[config.mk]
export PLATFORM = sky130hd
export DESIGN_NAME = pipe_flow_ctl_flat
export DESIGN_NICKNAME = d
export VERILOG_FILES = /design/src/rtl/pipe_pkg.sv /design/src/rtl/pipe_flow_ctl_if.sv /design/src/rtl/pipe_res_fifo.sv /design/src/rtl/pipe_flow_ctl.sv /design/src/flat_wrapper.sv
export SDC_FILE = /design/constraint.sdc
export NUM_CORES = 1
export LEC_CHECK = 0
export CAP_MARGIN = 20
export CELL_PAD_IN_SITES_DETAIL_PLACEMENT = 1
export CELL_PAD_IN_SITES_GLOBAL_PLACEMENT = 1
export CORE_MARGIN = 8
export CORE_UTILIZATION = 40
export DETAILED_ROUTE_END_ITERATION = 8
export HOLD_SLACK_MARGIN = 0.08
export PLACE_DENSITY = 0.76
export SLEW_MARGIN = 30
export SYNTH_ARGS = -nofsm -noshare
export SYNTH_HDL_FRONTEND = slang
export SYNTH_SLANG_ARGS = --single-unit
[constraint.sdc]
create_clock -name clk -period 1.95 [get_ports clk]
set_input_delay 0.39 -clock clk [delete_from_list [all_inputs] [get_ports clk]]
set_output_delay 0.39 -clock clk [all_outputs]
set_load 0.05 [all_outputs]
[src/rtl/pipe_pkg.sv]
// rtl/pipe_pkg.sv - shared constants, width helpers and result type for the pipe flow stage
package pipe_pkg;

    localparam int PIPE_LAT = 3;
    localparam int PIPE_W   = 8;

    function automatic int S2_W(input int w);
        return 2 * w + 2;
    endfunction

    function automatic int D_W(input int w);
        return 2 * w;
    endfunction

    typedef struct packed {
        logic [S2_W(PIPE_W)-1:0] s2;
        logic [D_W(PIPE_W)-1:0]  d;
    } pipe_res_t;

endpackage

[src/rtl/pipe_flow_ctl_if.sv]
// rtl/pipe_flow_ctl_if.sv - upstream operand and downstream result handshakes
interface pipe_flow_ctl_if
    import pipe_pkg::*;
#(
    parameter int W = 8
) ();

    logic                 in_valid;
    logic                 in_ready;
    logic [W-1:0]         in_x;
    logic [W-1:0]         in_y;
    logic                 out_valid;
    logic                 out_ready;
    logic [S2_W(W)-1:0]   out_s2;
    logic [D_W(W)-1:0]    out_d;

    modport master (
        output in_valid, in_x, in_y, out_ready,
        input  in_ready, out_valid, out_s2, out_d
    );

    modport slave (
        input  in_valid, in_x, in_y, out_ready,
        output in_ready, out_valid, out_s2, out_d
    );

endinterface

[src/rtl/pipe_res_fifo.sv]
// rtl/pipe_res_fifo.sv - registered result FIFO with flush and drop-on-full reporting
module pipe_res_fifo #(
    parameter int DW    = 34,
    parameter int DEPTH = 4,
    localparam int AW   = $clog2(DEPTH),
    localparam int CW   = AW + 1
) (
    input  logic          clk,
    input  logic          rst_n,
    input  logic          flush,
    input  logic          push,
    input  logic [DW-1:0] push_data,
    input  logic          pop,
    output logic [DW-1:0] head_data,
    output logic [CW-1:0] count,
    output logic          full,
    output logic          empty,
    output logic          drop
);

    logic [DW-1:0] mem [DEPTH];
    logic [AW-1:0] wr_ptr;
    logic [AW-1:0] rd_ptr;
    logic          push_ok;
    logic          pop_ok;

    assign full    = (count == CW'(DEPTH));
    assign empty   = (count == '0);
    assign push_ok = push & ~full;
    assign pop_ok  = pop & ~empty;
    assign drop    = push & full;
    // Head reads as zero while empty so stale storage never shows on the outputs.
    assign head_data = empty ? '0 : mem[rd_ptr];

    always_ff @(posedge clk or negedge rst_n) begin
        if (!rst_n) begin
            wr_ptr <= '0;
            rd_ptr <= '0;
            count  <= '0;
        end else if (flush) begin
            wr_ptr <= '0;
            rd_ptr <= '0;
            count  <= '0;
        end else begin
            if (push_ok) wr_ptr <= wr_ptr + AW'(1);
            if (pop_ok)  rd_ptr <= rd_ptr + AW'(1);
            case ({push_ok, pop_ok})
                2'b10:   count <= count + CW'(1);
                2'b01:   count <= count - CW'(1);
                default: count <= count;
            endcase
        end
    end

    always_ff @(posedge clk) begin
        if (push_ok && !flush) mem[wr_ptr] <= push_data;
    end

endmodule

[src/rtl/pipe_flow_ctl.sv]
// rtl/pipe_flow_ctl.sv - credit-based valid/ready wrapper around a fixed-latency stall-free pipe
module pipe_flow_ctl
    import pipe_pkg::*;
#(
    parameter int W     = 8,
    parameter int LAT   = PIPE_LAT,
    parameter int DEPTH = 4
) (
    input  logic                 clk,
    input  logic                 rst_n,
    input  logic                 flush,
    pipe_flow_ctl_if.slave       bus,
    output logic [W-1:0]         pipe_x,
    output logic [W-1:0]         pipe_y,
    input  logic [S2_W(W)-1:0]   pipe_s2,
    input  logic [D_W(W)-1:0]    pipe_out,
    output logic                 ovf_err
);

    localparam int S2W = S2_W(W);
    localparam int DDW = D_W(W);
    localparam int CW  = $clog2(DEPTH) + 1;
    localparam int IW  = $clog2(LAT + 1);
    localparam int CRW = $clog2(DEPTH + LAT + 1) + 1;

    logic [LAT-1:0]     vld_sr;
    logic [IW-1:0]      inflight;
    logic [CW-1:0]      fifo_count;
    logic [CRW-1:0]     credit;
    logic               fifo_full;
    logic               fifo_empty;
    logic               fifo_drop;
    logic               acc;
    logic               push;
    logic               pop;
    logic [S2W+DDW-1:0] head;

    assign pipe_x = bus.in_x;
    assign pipe_y = bus.in_y;

    // Credit counts both stored results and tokens still inside the pipe, from registered state only.
    assign inflight     = IW'($countones(vld_sr));
    assign credit       = CRW'(fifo_count) + CRW'(inflight);
    assign bus.in_ready = ~flush & ~fifo_full & (credit < CRW'(DEPTH));
    assign acc          = bus.in_valid & bus.in_ready;
    assign push         = vld_sr[LAT-1];
    assign pop          = bus.out_valid & bus.out_ready;

    always_ff @(posedge clk or negedge rst_n) begin
        if (!rst_n) begin
            vld_sr <= '0;
        end else if (flush) begin
            vld_sr <= '0;
        end else begin
            vld_sr <= {vld_sr[LAT-2:0], acc};
        end
    end

    always_ff @(posedge clk or negedge rst_n) begin
        if (!rst_n) begin
            ovf_err <= 1'b0;
        end else if (fifo_drop) begin
            ovf_err <= 1'b1;
        end
    end

    pipe_res_fifo #(
        .DW    (S2W + DDW),
        .DEPTH (DEPTH)
    ) u_fifo (
        .clk       (clk),
        .rst_n     (rst_n),
        .flush     (flush),
        .push      (push),
        .push_data ({pipe_s2, pipe_out}),
        .pop       (pop),
        .head_data (head),
        .count     (fifo_count),
        .full      (fifo_full),
        .empty     (fifo_empty),
        .drop      (fifo_drop)
    );

    assign bus.out_valid          = ~fifo_empty;
    assign {bus.out_s2, bus.out_d} = head;

endmodule

[src/flat_wrapper.sv]
// flat-port wrapper written by rule: the top's interface ports become plain ports
module pipe_flow_ctl_flat import pipe_pkg::*;
#(
    parameter int W     = 8,
    parameter int LAT   = PIPE_LAT,
    parameter int DEPTH = 4
)
  (clk, rst_n, flush, pipe_x, pipe_y, pipe_s2, pipe_out, ovf_err, bus_in_valid, bus_in_x, bus_in_y, bus_out_ready, bus_in_ready, bus_out_valid, bus_out_s2, bus_out_d);
  pipe_flow_ctl_if #(.W(W)) bus_i ();
  input  logic clk;
  input  logic rst_n;
  input  logic flush;
  output logic [W-1:0] pipe_x;
  output logic [W-1:0] pipe_y;
  input  logic [S2_W(W)-1:0] pipe_s2;
  input  logic [D_W(W)-1:0] pipe_out;
  output logic ovf_err;
  input wire logic [$bits(bus_i.in_valid)-1:0] bus_in_valid;
  input wire logic [$bits(bus_i.in_x)-1:0] bus_in_x;
  input wire logic [$bits(bus_i.in_y)-1:0] bus_in_y;
  input wire logic [$bits(bus_i.out_ready)-1:0] bus_out_ready;
  output wire logic [$bits(bus_i.in_ready)-1:0] bus_in_ready;
  output wire logic [$bits(bus_i.out_valid)-1:0] bus_out_valid;
  output wire logic [$bits(bus_i.out_s2)-1:0] bus_out_s2;
  output wire logic [$bits(bus_i.out_d)-1:0] bus_out_d;
  assign bus_i.in_valid = bus_in_valid;
  assign bus_i.in_x = bus_in_x;
  assign bus_i.in_y = bus_in_y;
  assign bus_i.out_ready = bus_out_ready;
  assign bus_in_ready = bus_i.in_ready;
  assign bus_out_valid = bus_i.out_valid;
  assign bus_out_s2 = bus_i.out_s2;
  assign bus_out_d = bus_i.out_d;
  pipe_flow_ctl #(.W(W), .LAT(LAT), .DEPTH(DEPTH)) u_core (.clk(clk), .rst_n(rst_n), .flush(flush), .bus(bus_i), .pipe_x(pipe_x), .pipe_y(pipe_y), .pipe_s2(pipe_s2), .pipe_out(pipe_out), .ovf_err(ovf_err));
endmodule
==> results.env, run 1 <==
CTS_H_TREE_LVLS=4
SEQCELLAREA_UM2=4360
CLOCKBUFFERDEPTH=2
YOSYSTOPAREACELL='edfxtp_1'
FIN_CRIT_NS=2.31
BUFFER_PORTS.INSERTED=75
TIMING.CRITICAL_PATH.REQUIRED_NS=1.56
END_KIND='output port'
DIEAREA_UM2=19500
NUM_VIAS=3210
WORSTHOLDPATHTYPE='in2async'
CTS_ROOT_BUF='clkbuf_16'
GRTUSAGETOTAL_PCT=14.6
VIAS_PER_CELL=5.13
STD_CELL_ROWS=45
WIRE_LENGTH_PER_CELL_UM=21.4
SEQ_AREA_FRAC_SYNTH_PCT=71.3
MAPPEDNETLISTNETS=381
CLOCK-SKEW-FINAL_NS=0.0105
GP_ROUTABILITY_CONGESTION=0.765
GRT_FIRST_PASS_WIRELENGTH_UM=21300
DIE_HEIGHT_UM=140
DIE_WIDTH_UM=140
OUTCOME='finished, violations left'
DRTITER0DRC=118
MAX_CAP_VIOLATIONS=0
YS_TYPES=41
YOSYS-TOP-CELLS-AREA='edfxtp_1 (67%), mux4_2 (13%), dfrtp_1 (4.5%)'
SHARE_OF_FLIP_FLOPS_WITH_AN_ASYNCHRONOUS_SET_OR_RESET_AFTER_SYNTHESIS_PCT=7.48
POSTSYNTHREGISTERBITS=147
NETLIST.AREA_LEADER.SHARE_PCT=66.8
YS.WARNINGS.COUNT=0
DRC_ERRORS=0
REGTOREGSTARTPOINT='u_core.u_fifo.count[0]'
TIMING.FINAL.SETUP_VIOLATIONS=38
GRT_PASS1_VIAS=3779
WORSTMARGINPINSLEW_NS=0.566
CTS.CLK_SLEW.WORST_PATHS_NS=0.06
DRT_PASS1_ITERATIONS=4
SYNTH_ENABLE_FLOP_CELLS=136
ANT_NETS=0
FLOORPLAN.CORE_AREA_UM2=15100
CRIT_PATH_MAX_FANOUT=13
N_FILL_CELL=1354
CLKSINKCOUNT=147
R2R_SETUP_SLACK_NS=-0.10
TOTALWIRELENGTH_UM=13400
POST_PLACEMENT_SETUP_SLACK_NS=-0.208
FINAL_LAYOUT_SIZE_SUFFIX_GT1_SHARE_PCT=42.7
GRT_SETUP_UNREPAIRED='true'
YS.FLOP_TYPE='edfxtp_1'
AREAGROWTHSYNTHTOFINISH_PCT=35.0
POWER_LEAKAGE_nW=2.93
TIMING.FINAL.WS_SETUP_NS=-0.358
ANTENNA_FOUND_INITIAL=1
TIMING.MAX_SLEW.REL_SLACK_PCT=62.2
WORSTPATHARRIVAL_NS=1.92
SYN_INST=319
MULTI_INPUT_COMB_AREA_UM2=1680
CRITICAL_R2R_CAPTURE='u_core.u_fifo.count[2]'
FLOORPLAN.INITIALDENSITY_PCT=40.5
TOTAL_GRT_OVERFLOW=0
HOLD_VIOL_FINAL=0
FINAL-MAX-SLEW-VIOLATION-COUNT=0
CTS-BUFFERS-INSERTED=17
POWER.IR.VDD_WORST_mV=0.666
N_ANTENNA_CELL=0
MET2_WIRELENGTH_UM=6840
REG2REG_DEPTH=7
ROUTE.MET3.WL_UM=697
PLACE_HPWL_UM=8440
CP-START-KIND='flop'
SYN_AREA_UM2=6110
MAX_FREQ_MHz=433
ROUTE.LAYER.MET1.WL_UM=5650
WS_PATH_TYPE='reg2out'
FIN_CRIT_SH_PCT=118
HOLD-WORST-SLACK_NS=0.339
FAILED_CHECKS='negative setup slack'
NETS=487
DESIGN.PORTCOUNT=108
LARGEST_NET_DEGREE_AT_THE_START_OF_GLOBAL_ROUTING=21
SYN_AVG_CELL_AREA_UM2=19.2
CLK-INSERTION-DELAY-LATE_NS=0.41
TOP_LAYER='met5'
P_PER_AREA_nW_PER_UM2=920
TRITONCTS='built'
-- cell type report --
class,instances,area share [%]
flip-flops and latches,147,52.9
inverters,8,0.394
repair buffers,120,16.9
clock buffers,22,5.75
multi-input cells,131,20.3
well taps,188,2.85
clock inverters,10,0.895
-- state kept, by name, summed over array words and instances (netlist names) --
name / count
u_core.u_fifo.mem: 136
u_core.u_fifo.count: 3
u_core.vld_sr: 3
u_core.u_fifo.rd_ptr: 2
u_core.u_fifo.wr_ptr: 2
u_core.ovf_err: 1
-- critical path: stages (launching register included) --
cell and delay (ns):
dfrtp_2 0.44, buf_12 0.19, mux4_2 0.51, and2b_1 0.20, buf_6 0.16
-- power breakdown --
group / internal (W) / switching, W / total, W
sequential: 0.00347 / 0.0000154 / 0.00348
clock: 0.00173 / 0.00123 / 0.00297
combinational: 0.000540 / 0.000600 / 0.00114
total: 0.00574 / 0.00185 / 0.00759
-- per-layer routing --
layer	up-vias	GRT usage, %
met5	-	0
met1	1667	17.2
met3	28	4.79
met2	79	24.6
met4	2	5.83
li1	1434	-
-- placed cells by master (no fill, tap or decap), types with 2 or more instances in the layout --
cell type	netlist	layout
clkinv_4	0	3
clkinvlp_4	0	2
nor2b_4	0	20
edfxtp_1	136	136
buf_12	0	23
buf_6	5	28
clkdlybuf4s50_1	0	38
fa_2	0	2
clkinv_2	0	3
and2_2	0	4
nand2b_1	6	6
clkbuf_8	0	3
nor3_2	1	2
a21oi_1	5	4
o21ai_0	2	2
dfrtp_2	0	2
nor2_1	6	5
buf_4	18	30
xor2_1	3	3
dfrtp_1	11	9
and2b_1	15	15
o21a_1	2	2
a2111oi_2	2	2
inv_6	0	2
nand3_1	2	2
mux4_2	34	34
clkbuf_16	0	17
ha_1	5	5
inv_1	7	6
clkbuf_1	3	2
nand3b_1	3	3
-- per-stage QoR --
step / area [µm²] / std cells / util, % / total power (W) / TNS, ns
global placement: 7390 / 583 / 49.0 / 0.00455 / -8.79
CTS: 8270 / 626 / 54.8 / 0.00772 / -12.33
detailed placement: 7390 / 583 / 49.0 / 0.00457 / -13.27
finish: 8250 / 626 / 54.7 / 0.00759 / -10.79
global route: 8250 / 626 / 54.7 / 0.00787 / -13.72
floorplan: 6170 / 319 / - / 0.00422 / -0.435
-- cells by family after synthesis --
logic type / Yosys count / synth area share, %
XOR/XNOR: 3 / 0.430
flip-flops: 147 / 71.3
AND/OR/NAND/NOR: 67 / 7.08
AO/OA/AOI/OAI: 19 / 2.42
adder cells (fa/ha/maj): 7 / 1.68
buffers and inverters: 41 / 4.38
multiplexers: 35 / 12.7
-- worst max path at each step --
stage                            start  slack (ns)                endpoint  cells after the start
6_report       u_core.u_fifo.rd_ptr[0]       -0.36           bus_out_d[11]                      4
5_1_grt        u_core.u_fifo.rd_ptr[0]       -0.45           bus_out_d[11]                      4
4_1_cts        u_core.u_fifo.rd_ptr[0]       -0.41           bus_out_d[11]                      4
3_5_place_dp             bus_out_ready       -0.21  u_core.u_fifo.count[2]                      5
3_3_place_gp             bus_out_ready       -0.16  u_core.u_fifo.count[2]                      5
2_1_floorplan   u_core.u_fifo.count[0]       -0.18            bus_in_ready                      8
-- synthesized netlist by cell type (3+ instances only) --
cell type  count
edfxtp_1     136
buf_4         18
buf_6          5
nand2b_1       6
and2_1         4
dfrtp_1       11
mux4_2        34
and2b_1       15
inv_1          7
nand3b_1       3
nor2_1         6
ha_1           5
clkbuf_1       3
xor2_1         3
buf_2          7
nor2b_1       21
a21oi_1        5
-- what timing repair did --
item	CTS	global route
hold buffers	0	0
endpoints found under the setup margin	37	38
buffers inserted	10	2
gates resized for setup	55	4
gates cloned	1	0
pin swaps	2	4
(Power assumes the default switching activity.)
==> run 2: changes to the inputs <==
CORE_ASPECT_RATIO = 2   (was default)
CTS_CLUSTER_DIAMETER = 40   (was default)
==> results.env, run 2 (synthesis gave the netlist of run 1 again) <==
N_FILL_CELL=1335
GRT_PASS1_VIAS=3779
DIEAREA_UM2=19700
DIE_WIDTH_UM=103
GP_ROUTABILITY_CONGESTION=0.737
FAILED_CHECKS='negative setup slack'
CP-START-KIND='flop'
FINISH.UTILIZATION_PCT=55.4
DRTITER0DRC=151
SETUP-TNS-FINAL_NS=-12.90
HOLD_BUFFERS=0
HOLD_VIOL_FINAL=0
TIMING.CRITICAL_PATH.REQUIRED_NS=1.56
STD_CELL_ROWS=64
FIN_CRIT_NS=2.36
ROUTE.MET3.WL_UM=810
WORSTMARGINPINSLEW_NS=0.573
CLK-INSERTION-DELAY-LATE_NS=0.42
LARGEST_NET_DEGREE_AT_THE_START_OF_GLOBAL_ROUTING=35
CP-STARTPOINT='u_core.u_fifo.rd_ptr[0]'
POWER.IR.VDD_WORST_mV=0.594
FIN_CRIT_SH_PCT=121
TOP_LAYER='met4'
GRT_SETUP_UNREPAIRED='true'
CTS_H_TREE_LVLS=4
HOLD-WORST-SLACK_NS=0.338
VIAS_PER_CELL=5.11
MOSTFREQUENTLAYOUTCELL='edfxtp_1'
MULTI_INPUT_COMB_AREA_UM2=1720
N_ANTENNA_CELL=0
CLOCK-SKEW-FINAL_NS=0.0123
TOTALWIRELENGTH_UM=14100
BIGGEST_REGISTERS_AFTER_LAYOUT='u_core.u_fifo.mem (136), u_core.u_fifo.count (3), u_core.vld_sr (3)'
AREAGROWTHSYNTHTOFINISH_PCT=37.1
NUM_VIAS=3275
TIMING.FINAL.SETUP_VIOLATIONS=38
ANTENNA_FOUND_INITIAL=0
GRT_FIRST_PASS_WIRELENGTH_UM=21600
TOTAL_GRT_OVERFLOW=0
CLKSINKCOUNT=147
DIE_HEIGHT_UM=191
MOST-COMMON-LAYOUT-CELLS='edfxtp_1 (136), buf_6 (39), clkdlybuf4s50_1 (38)'
TIMING.FINAL.WS_SETUP_NS=-0.407
WORSTPATHARRIVAL_NS=1.97
GRTUSAGETOTAL_PCT=15.0
MAX_FREQ_MHz=424
P_PER_AREA_nW_PER_UM2=917
TRITONCTS='built'
POWER_W=0.00769
LARGEST_REGISTER_FF_COUNT=136
DRC_ERRORS=0
REGTOREGSTARTPOINT='u_core.u_fifo.count[1]'
ROUTE.LAYER.MET1.WL_UM=5380
POWER_LEAKAGE_nW=2.97
SEQCELLAREA_UM2=4360
TIMING.MAX_SLEW.REL_SLACK_PCT=61.7
CTS-BUFFERS-INSERTED=17
CTS.CLK_SLEW.WORST_PATHS_NS=0.06
CRIT_PATH_MAX_FANOUT=4
WORSTHOLDPATHTYPE='in2async'
MAX_CAP_VIOLATIONS=0
PLACE_HPWL_UM=8570
BUFFER_PORTS.INSERTED=75
MET2_WIRELENGTH_UM=7720
FINAL_LAYOUT_SIZE_SUFFIX_GT1_SHARE_PCT=45.1
CLOCKBUFFERDEPTH=2
DRT_PASS1_ITERATIONS=6
FINAL-MAX-SLEW-VIOLATION-COUNT=0
WIRE_LENGTH_PER_CELL_UM=22.0
DESIGN.PORTCOUNT=108
FLOORPLAN.INITIALDENSITY_PCT=40.4
FLOORPLAN.CORE_AREA_UM2=15100
END_KIND='output port'
ANT_NETS=0
OUTCOME='finished, violations left'
WS_PATH_TYPE='reg2out'
R2R_SETUP_SLACK_NS=-0.13
REGISTER_WITH_THE_MOST_FLIP_FLOPS='u_core.u_fifo.mem'
CTS_ROOT_BUF='clkbuf_16'
NETS=492
## run 2: final cells by class
class | count | share of cell area [%]
Clock buffer | 18 | 5.12
Clock inverter | 14 | 1.42
Inverter | 8 | 0.388
Multi-Input combinational cell | 131 | 20.5
Sequential cell | 147 | 52.1
Tap cell | 198 | 2.96
Timing Repair Buffer | 125 | 17.6
## run 2: path summary, 6_finish.rpt
kind                                           endpoint  depth (start not counted)
worst min-delay path             u_core.u_fifo.count[2]                          1
min in group clk                         u_core.ovf_err                          1
max in group asynchronous       u_core.u_fifo.rd_ptr[0]                          1
worst min register to register           u_core.ovf_err                          1
worst max register to register   u_core.u_fifo.count[2]                          8
worst max-delay path                       bus_out_d[2]                          5
## run 2: what timing repair did
action / in CTS / in global routing
pin swaps: 0 / 6
gates resized for setup: 75 / 22
endpoints found under the setup margin: 37 / 174
gates cloned: 2 / 2
setup buffers: 13 / 2
## run 2: report_power, final
part / internal [W] / switching, W
registers: 0.00347 / 0.0000167
clock network: 0.00166 / 0.00132
logic: 0.000590 / 0.000628
## run 2: metal layers
layer | vias to the layer above | track usage, %
li1 | 1448 | -
met1 | 1702 | 16.8
met2 | 112 | 25.9
met3 | 13 | 4.75
met4 | 0 | 4.94
met5 | - | 0
## run 2: metrics by stage
step / worst slack [ns] / instance area, µm² / std cells
floorplan: -0.182 / 6170 / 319
global placement: -0.171 / 7230 / 591
detailed placement: -0.198 / 7230 / 591
CTS: -0.442 / 8250 / 638
global route: -0.477 / 8380 / 641
finish: -0.407 / 8380 / 641
## run 2: critical path: stages, from the launching register on
cell	delay, ns
dfrtp_2	0.45
buf_6	0.14
clkbuf_16	0.14
mux4_2	0.48
and2b_1	0.18
buf_6	0.15
